===== src/rtl/spi_flash_reader.sv =====
// SPI flash read sequencer driving spi_master: command, 24-bit address, dummy clocks, buffered data.
// Optional macro SPI_FLASH_FASTREAD_EN selects fast-read (0x0B plus one dummy byte).
module spi_flash_reader #(
    parameter int NUM_TARGETS  = 1,
    parameter int FLASH_TARGET = 0
) (
    input  logic                   clk,
    input  logic                   resetn,
    input  logic                   start_i,
    input  logic [23:0]            addr_i,
    input  logic [15:0]            len_i,
    input  logic                   abort_i,
    output logic                   busy_o,
    output logic                   done_o,
    output logic [7:0]             data_o,
    output logic                   data_valid_o,
    input  logic                   data_ready_i,
    output logic [NUM_TARGETS-1:0] spm_target_id_o,
    output logic                   spm_target_en_o,
    output logic [7:0]             spm_tx_byte_o,
    output logic                   spm_tx_en_o,
    input  logic                   spm_tx_ready_i,
    input  logic [7:0]             spm_rx_byte_i,
    input  logic                   spm_rx_en_i
);

    typedef enum logic [2:0] {
        S_IDLE   = 3'd0,
        S_CMD    = 3'd1,
        S_AD2    = 3'd2,
        S_AD1    = 3'd3,
        S_AD0    = 3'd4,
        S_DUMMY  = 3'd5,
        S_DATA   = 3'd6,
        S_FINISH = 3'd7
    } state_t;

`ifdef SPI_FLASH_FASTREAD_EN
    localparam logic [7:0] READ_CMD = 8'h0B;
    localparam state_t     AFTER_AD0 = S_DUMMY;
`else
    localparam logic [7:0] READ_CMD = 8'h03;
    localparam state_t     AFTER_AD0 = S_DATA;
`endif

    state_t      state_q, state_d;
    logic        wait_q, wait_d;
    logic [23:0] addr_q, addr_d;
    logic [15:0] remain_q, remain_d;
    logic [7:0]  data_q, data_d;
    logic        valid_q, valid_d;
    logic        busy_q, busy_d;
    logic        done_q, done_d;
    logic        cs_q, cs_d;
    logic        tx_en;
    logic [7:0]  tx_byte;
    logic        byte_state;
    logic        drain_ok;
    logic        issue_ok;

    always_ff @(posedge clk) begin
        if (!resetn) begin
            state_q  <= S_IDLE;
            wait_q   <= 1'b0;
            addr_q   <= 24'h0;
            remain_q <= 16'h0;
            data_q   <= 8'h00;
            valid_q  <= 1'b0;
            busy_q   <= 1'b0;
            done_q   <= 1'b0;
            cs_q     <= 1'b0;
        end else begin
            state_q  <= state_d;
            wait_q   <= wait_d;
            addr_q   <= addr_d;
            remain_q <= remain_d;
            data_q   <= data_d;
            valid_q  <= valid_d;
            busy_q   <= busy_d;
            done_q   <= done_d;
            cs_q     <= cs_d;
        end
    end

    always_comb begin
        state_d    = state_q;
        wait_d     = wait_q;
        addr_d     = addr_q;
        remain_d   = remain_q;
        data_d     = data_q;
        valid_d    = valid_q & ~data_ready_i;
        busy_d     = busy_q;
        done_d     = 1'b0;
        cs_d       = cs_q;
        tx_en      = 1'b0;
        tx_byte    = 8'h00;
        byte_state = 1'b0;
        drain_ok   = ~valid_q | data_ready_i;

        case (state_q)
            S_CMD:   begin tx_byte = READ_CMD;       byte_state = 1'b1; end
            S_AD2:   begin tx_byte = addr_q[23:16];  byte_state = 1'b1; end
            S_AD1:   begin tx_byte = addr_q[15:8];   byte_state = 1'b1; end
            S_AD0:   begin tx_byte = addr_q[7:0];    byte_state = 1'b1; end
            S_DUMMY: begin tx_byte = 8'h00;          byte_state = 1'b1; end
            S_DATA:  begin tx_byte = 8'h00;          byte_state = 1'b1; end
            default: begin tx_byte = 8'h00;          byte_state = 1'b0; end
        endcase

        // A data-phase dummy byte may only go out when its result has somewhere to land.
        issue_ok = (state_q == S_DATA) ? drain_ok : 1'b1;

        if (byte_state && !wait_q) begin
            tx_en = spm_tx_ready_i & issue_ok;
            if (tx_en) wait_d = 1'b1;
        end

        if (byte_state && wait_q && spm_rx_en_i) begin
            wait_d = 1'b0;
            case (state_q)
                S_CMD:   state_d = S_AD2;
                S_AD2:   state_d = S_AD1;
                S_AD1:   state_d = S_AD0;
                S_AD0:   state_d = AFTER_AD0;
                S_DUMMY: state_d = S_DATA;
                S_DATA: begin
                    data_d   = spm_rx_byte_i;
                    valid_d  = 1'b1;
                    remain_d = remain_q - 16'd1;
                    if (remain_q == 16'd1) begin
                        cs_d    = 1'b0;
                        state_d = S_FINISH;
                    end
                end
                default: state_d = state_q;
            endcase
        end

        case (state_q)
            S_IDLE: begin
                if (start_i) begin
                    if (len_i == 16'd0) begin
                        // Nothing to fetch: complete immediately without selecting the flash.
                        done_d = 1'b1;
                    end else begin
                        addr_d   = addr_i;
                        remain_d = len_i;
                        busy_d   = 1'b1;
                        cs_d     = 1'b1;
                        wait_d   = 1'b0;
                        state_d  = S_CMD;
                    end
                end
            end
            S_FINISH: begin
                if (drain_ok) begin
                    done_d  = 1'b1;
                    busy_d  = 1'b0;
                    state_d = S_IDLE;
                end
            end
            default: ;
        endcase

        if (abort_i && state_q != S_IDLE) begin
            tx_en    = 1'b0;
            state_d  = S_IDLE;
            wait_d   = 1'b0;
            remain_d = 16'd0;
            valid_d  = 1'b0;
            busy_d   = 1'b0;
            cs_d     = 1'b0;
            done_d   = 1'b1;
        end
    end

    always_comb begin
        for (int i = 0; i < NUM_TARGETS; i++) begin
            spm_target_id_o[i] = (i == FLASH_TARGET);
        end
    end

    assign busy_o          = busy_q;
    assign done_o          = done_q;
    assign data_o          = data_q;
    assign data_valid_o    = valid_q;
    assign spm_target_en_o = cs_q;
    assign spm_tx_en_o     = tx_en;
    assign spm_tx_byte_o   = tx_byte;

endmodule


===== config.mk =====
export PLATFORM = sky130hd
export DESIGN_NAME = spi_flash_reader
export DESIGN_NICKNAME = d
export VERILOG_FILES = /design/src/rtl/spi_flash_reader.sv
export SDC_FILE = /design/constraint.sdc
export NUM_CORES = 1
export LEC_CHECK = 0
export CAP_MARGIN = 10
export CORE_MARGIN = 1
export CORE_UTILIZATION = 45
export CTS_CLUSTER_DIAMETER = 30
export CTS_CLUSTER_SIZE = 28
export DETAILED_ROUTE_END_ITERATION = 7
export MAX_ROUTING_LAYER = met4
export PLACE_DENSITY_LB_ADDON = 0.08
export SYNTH_ARGS = -nofsm -noshare
export SYNTH_HDL_FRONTEND = slang
export SYNTH_SLANG_ARGS = --single-unit

===== constraint.sdc =====
create_clock -name clk -period 2.9 [get_ports clk]
set_input_delay 0.58 -clock clk [delete_from_list [all_inputs] [get_ports clk]]
set_output_delay 0.58 -clock clk [all_outputs]
set_load 0.005 [all_outputs]

==> flow_metrics.py <==
metrics = {
    "status": {
        "status": "finished, final reports clean",
    },
    "yosys": {
        "synth_top_area_share": 0.4076,
        "yosys.area_share.adder": 0.009099,
        "synth-seq-cells": 56,
        "netlist_top_cells_area": "dfxtp_1, a21oi_1, o21ai_0, nand3_1, nand2_1",
        "seq_area_frac_synth": 0.4076,
        "ys.flop_type": "dfxtp_1",
        "synth_enable_flop_cells": 0,
        "avgSynthCellArea_um2": 8.018,
        "synth_top_family_by_area": "compound AO/OA/AOI/OAI gates",
        "yosys.area.top_type": "dfxtp_1",
        "ys_warn_count": 0,
        "synth-xor-area-share": 0.03185,
        "synth_compound_area_frac": 0.2520,
        "synth.area.mux_share": 0.02184,
        "synth.net_count": 400,
        "yosys.area_share.simple": 0.2266,
        "syn_inst": 343,
        "synthArstFlopShare": 0,
        "synth.cell_area_um2": 2750,
        "synth_cell_type_count": 48,
    },
    "worst_setup_path": {
        "end_kind": "output port",
        "required_ps": 2320,
        "path_max_fanout": 14,
        "startpoint_type": "flip-flop",
        "path_class": "flip-flop to output port",
        "arrival_ps": 2140,
    },
    "route": {
        "firstDrtPassIters": 5,
        "wl_mm": 7.369,
        "vias": 2797,
        "routedWlPerCell_um": 15.13,
        "ant_nets": 0,
        "avgViaCountPerCell": 5.743,
        "drt_iter0_drc": 143,
        "route.detailed.drc": 0,
    },
    "timing": {
        "finalCriticalPeriod_ps": 2721,
        "worst_pin_slew_ps": 646.3,
        "hold_viol_final": 0,
        "maxSlewHeadroom": 0.5681,
        "setup_viol": 0,
        "final.setup.tns_ps": 0,
        "post-route-period-util": 0.9384,
        "drv_slew": 0,
        "finalWorstSetupSlack_ps": 178.8,
        "skew_ps": 6.197,
        "max_freq_ghz": 0.3675,
        "rsz0062_at_grt": "no",
    },
    "floorplan": {
        "coreArea_um2": 5921,
        "chipWidth_um": 80.18,
        "dieHeight_um": 80.18,
        "fp.dieArea_um2": 6428,
        "std_cell_rows": 28,
        "initial_core_util": 0.4645,
        "io-pin-count": 77,
    },
    "global_routing": {
        "track_usage": 0.2468,
        "antenna_found_initial": 0,
        "grt_use_met2": 0.3692,
        "grt_max_degree": 38,
        "use_met3": 0.03636,
        "grt_pass1_wl_mm": 12.08,
        "overflow": 0,
        "grtUsageMet1": 0.3459,
        "grt_pass1_vias": 2525,
        "top_usage_layer": "met2",
    },
    "clock_tree": {
        "cts_buffer_depth": 2,
        "root_buffer": "clkbuf_8",
        "cts.sinks": 56,
        "cts_tree": "done",
        "cts.clk_slew.worst_paths_ps": 100,
        "cts_inserted_buffers": 5,
        "cts_setup_buffers": 0,
        "hold_buffers": 0,
        "insertion_delay_ps": 310,
        "htreeDepth": 2,
        "cts_resized": 0,
    },
    "run": {
        "maxCapViolCount": 0,
    },
    "power_and_ir_drop": {
        "power.density_nw_per_um2": 433.2,
        "p_leak_nw": 1.241,
        "vdd_ir_drop_max_uv": 212.7,
    },
    "place": {
        "port_buffers": 75,
        "place_ws_ps": 255.1,
        "place_hpwl_mm": 5.225,
        "gp_congestion": 0.8631,
    },
    "cells_and_area": {
        "drive_gt1_frac": 0.06311,
        "final_nets": 468,
        "antenna_cells": 0,
        "syn_to_final_growth_pct": 34.17,
    },
    "worst_hold_path": {
        "hold_path_class": "flip-flop to flip-flop",
    },
}
[worst max-delay path: stages, from the launching register on]
cell and delay, ps:
dfxtp_1 620, buf_4 290, mux2i_1 120, o21ai_0 240
clkdlybuf4s50_1 560
[metrics by stage]
step | total power [mW] | utilization | instances | area, um2 | hold slack (ps)
3_5_place_dp | 1.173 | 0.6071 | 479 | 3595 | 450.4
6_report | 1.599 | 0.6232 | 487 | 3690 | 460.7
4_1_cts | 1.608 | 0.6224 | 487 | 3685 | 463.7
3_3_place_gp | 1.169 | 0.6071 | 479 | 3595 | 441.2
5_1_grt | 1.675 | 0.6232 | 487 | 3690 | 484.2
2_1_floorplan | 1.028 | - | 343 | 2750 | 452.7
[kinds of logic after synthesis]
kind of cell,count (synthesis)
AND/OR/NAND/NOR,117
adder cells (fa/ha/maj),2
multiplexers,6
other,1
AO/OA/AOI/OAI,118
XOR/XNOR,10
buffers and inverters,33
flip-flops,56
[final timing paths]
| check | start | to | slack, ps | cells past startpoint |
|---|---|---|---|---|
| setup reg to reg | state_q[0] | remain_q[12] | 710 | 5 |
| hold reg to reg | data_o[2] | data_o[2] | 460 | 2 |
| hold / removal | data_o[2] | data_o[2] | 460 | 2 |
| setup / recovery | state_q[0] | spm_tx_byte_o[6] | 180 | 4 |
[synth_stat cells (all sizes together), types with 2 or more instances]
library cell and instances:
mux2i 6, nor3 8, o22ai 4, nand2 32, a31oi 4, nand3 31, o31ai 14, xnor2 2
clkbuf 23, or3 3, or4 6, buf 5, inv 4, nand4 7, and2 2, dfxtp 56
nor2 7, o21ai 33, a21oi 47, nor2b 5, o221ai 2, a211oi 3, nand4b 2, ha 2
xor2 8, a22oi 3, nor4 8
[sequential cells by signal, indices dropped and copies added, names as in the netlist]
name	count
addr_q	24
busy_o	1
data_o	8
data_valid_o	1
done_o	1
remain_q	16
spm_target_en_o	1
state_q	3
wait_q	1
[cell type report]
class,count,area [um2]
Fill cell,547,2231
Multi-Input combinational cell,254,1498
Clock buffer,8,90.09
Timing Repair Buffer,89,868.3
Tap cell,75,93.84
Inverter,5,18.77
Sequential cell,56,1121
[placed cells by master, fill, tap and decap left out, drive strengths merged, types with 2 or more instances in the layout]
cell type | netlist | final
o22ai | 4 | 4
nand2 | 32 | 32
and2 | 2 | 2
a211oi | 3 | 3
or3 | 3 | 3
a21oi | 47 | 47
a31oi | 4 | 4
nor3 | 8 | 8
clkbuf | 23 | 8
o31ai | 14 | 14
xor2 | 8 | 8
o221ai | 2 | 2
dfxtp | 56 | 56
or4 | 6 | 6
buf | 5 | 14
clkdlybuf4s50 | 0 | 75
inv | 4 | 4
xnor2 | 2 | 2
mux2i | 6 | 6
nor4 | 8 | 8
nor2 | 7 | 7
o21ai | 33 | 33
nand4 | 7 | 7
nor2b | 5 | 5
ha | 2 | 2
nand4b | 2 | 2
nand3 | 31 | 31
a22oi | 3 | 3
[routing by layer]
| layer | vias up | routed length, um |
|---|---|---|
| met2 | 79 | 3302 |
| li1 | 1406 | - |
| met5 | - | 0 |
| met4 | 0 | 94 |
| met1 | 1301 | 3530 |
| met3 | 11 | 441 |
[power by group]
group | leakage, nW | switching [mW] | internal (mW) | total [mW]
registers | 0.459 | 0.0424 | 0.817 | 0.859
logic | 0.736 | 0.140 | 0.159 | 0.299
clock network | 0.0455 | 0.245 | 0.196 | 0.441
total | 1.24 | 0.427 | 1.17 | 1.60
(Power assumes the default switching activity.)
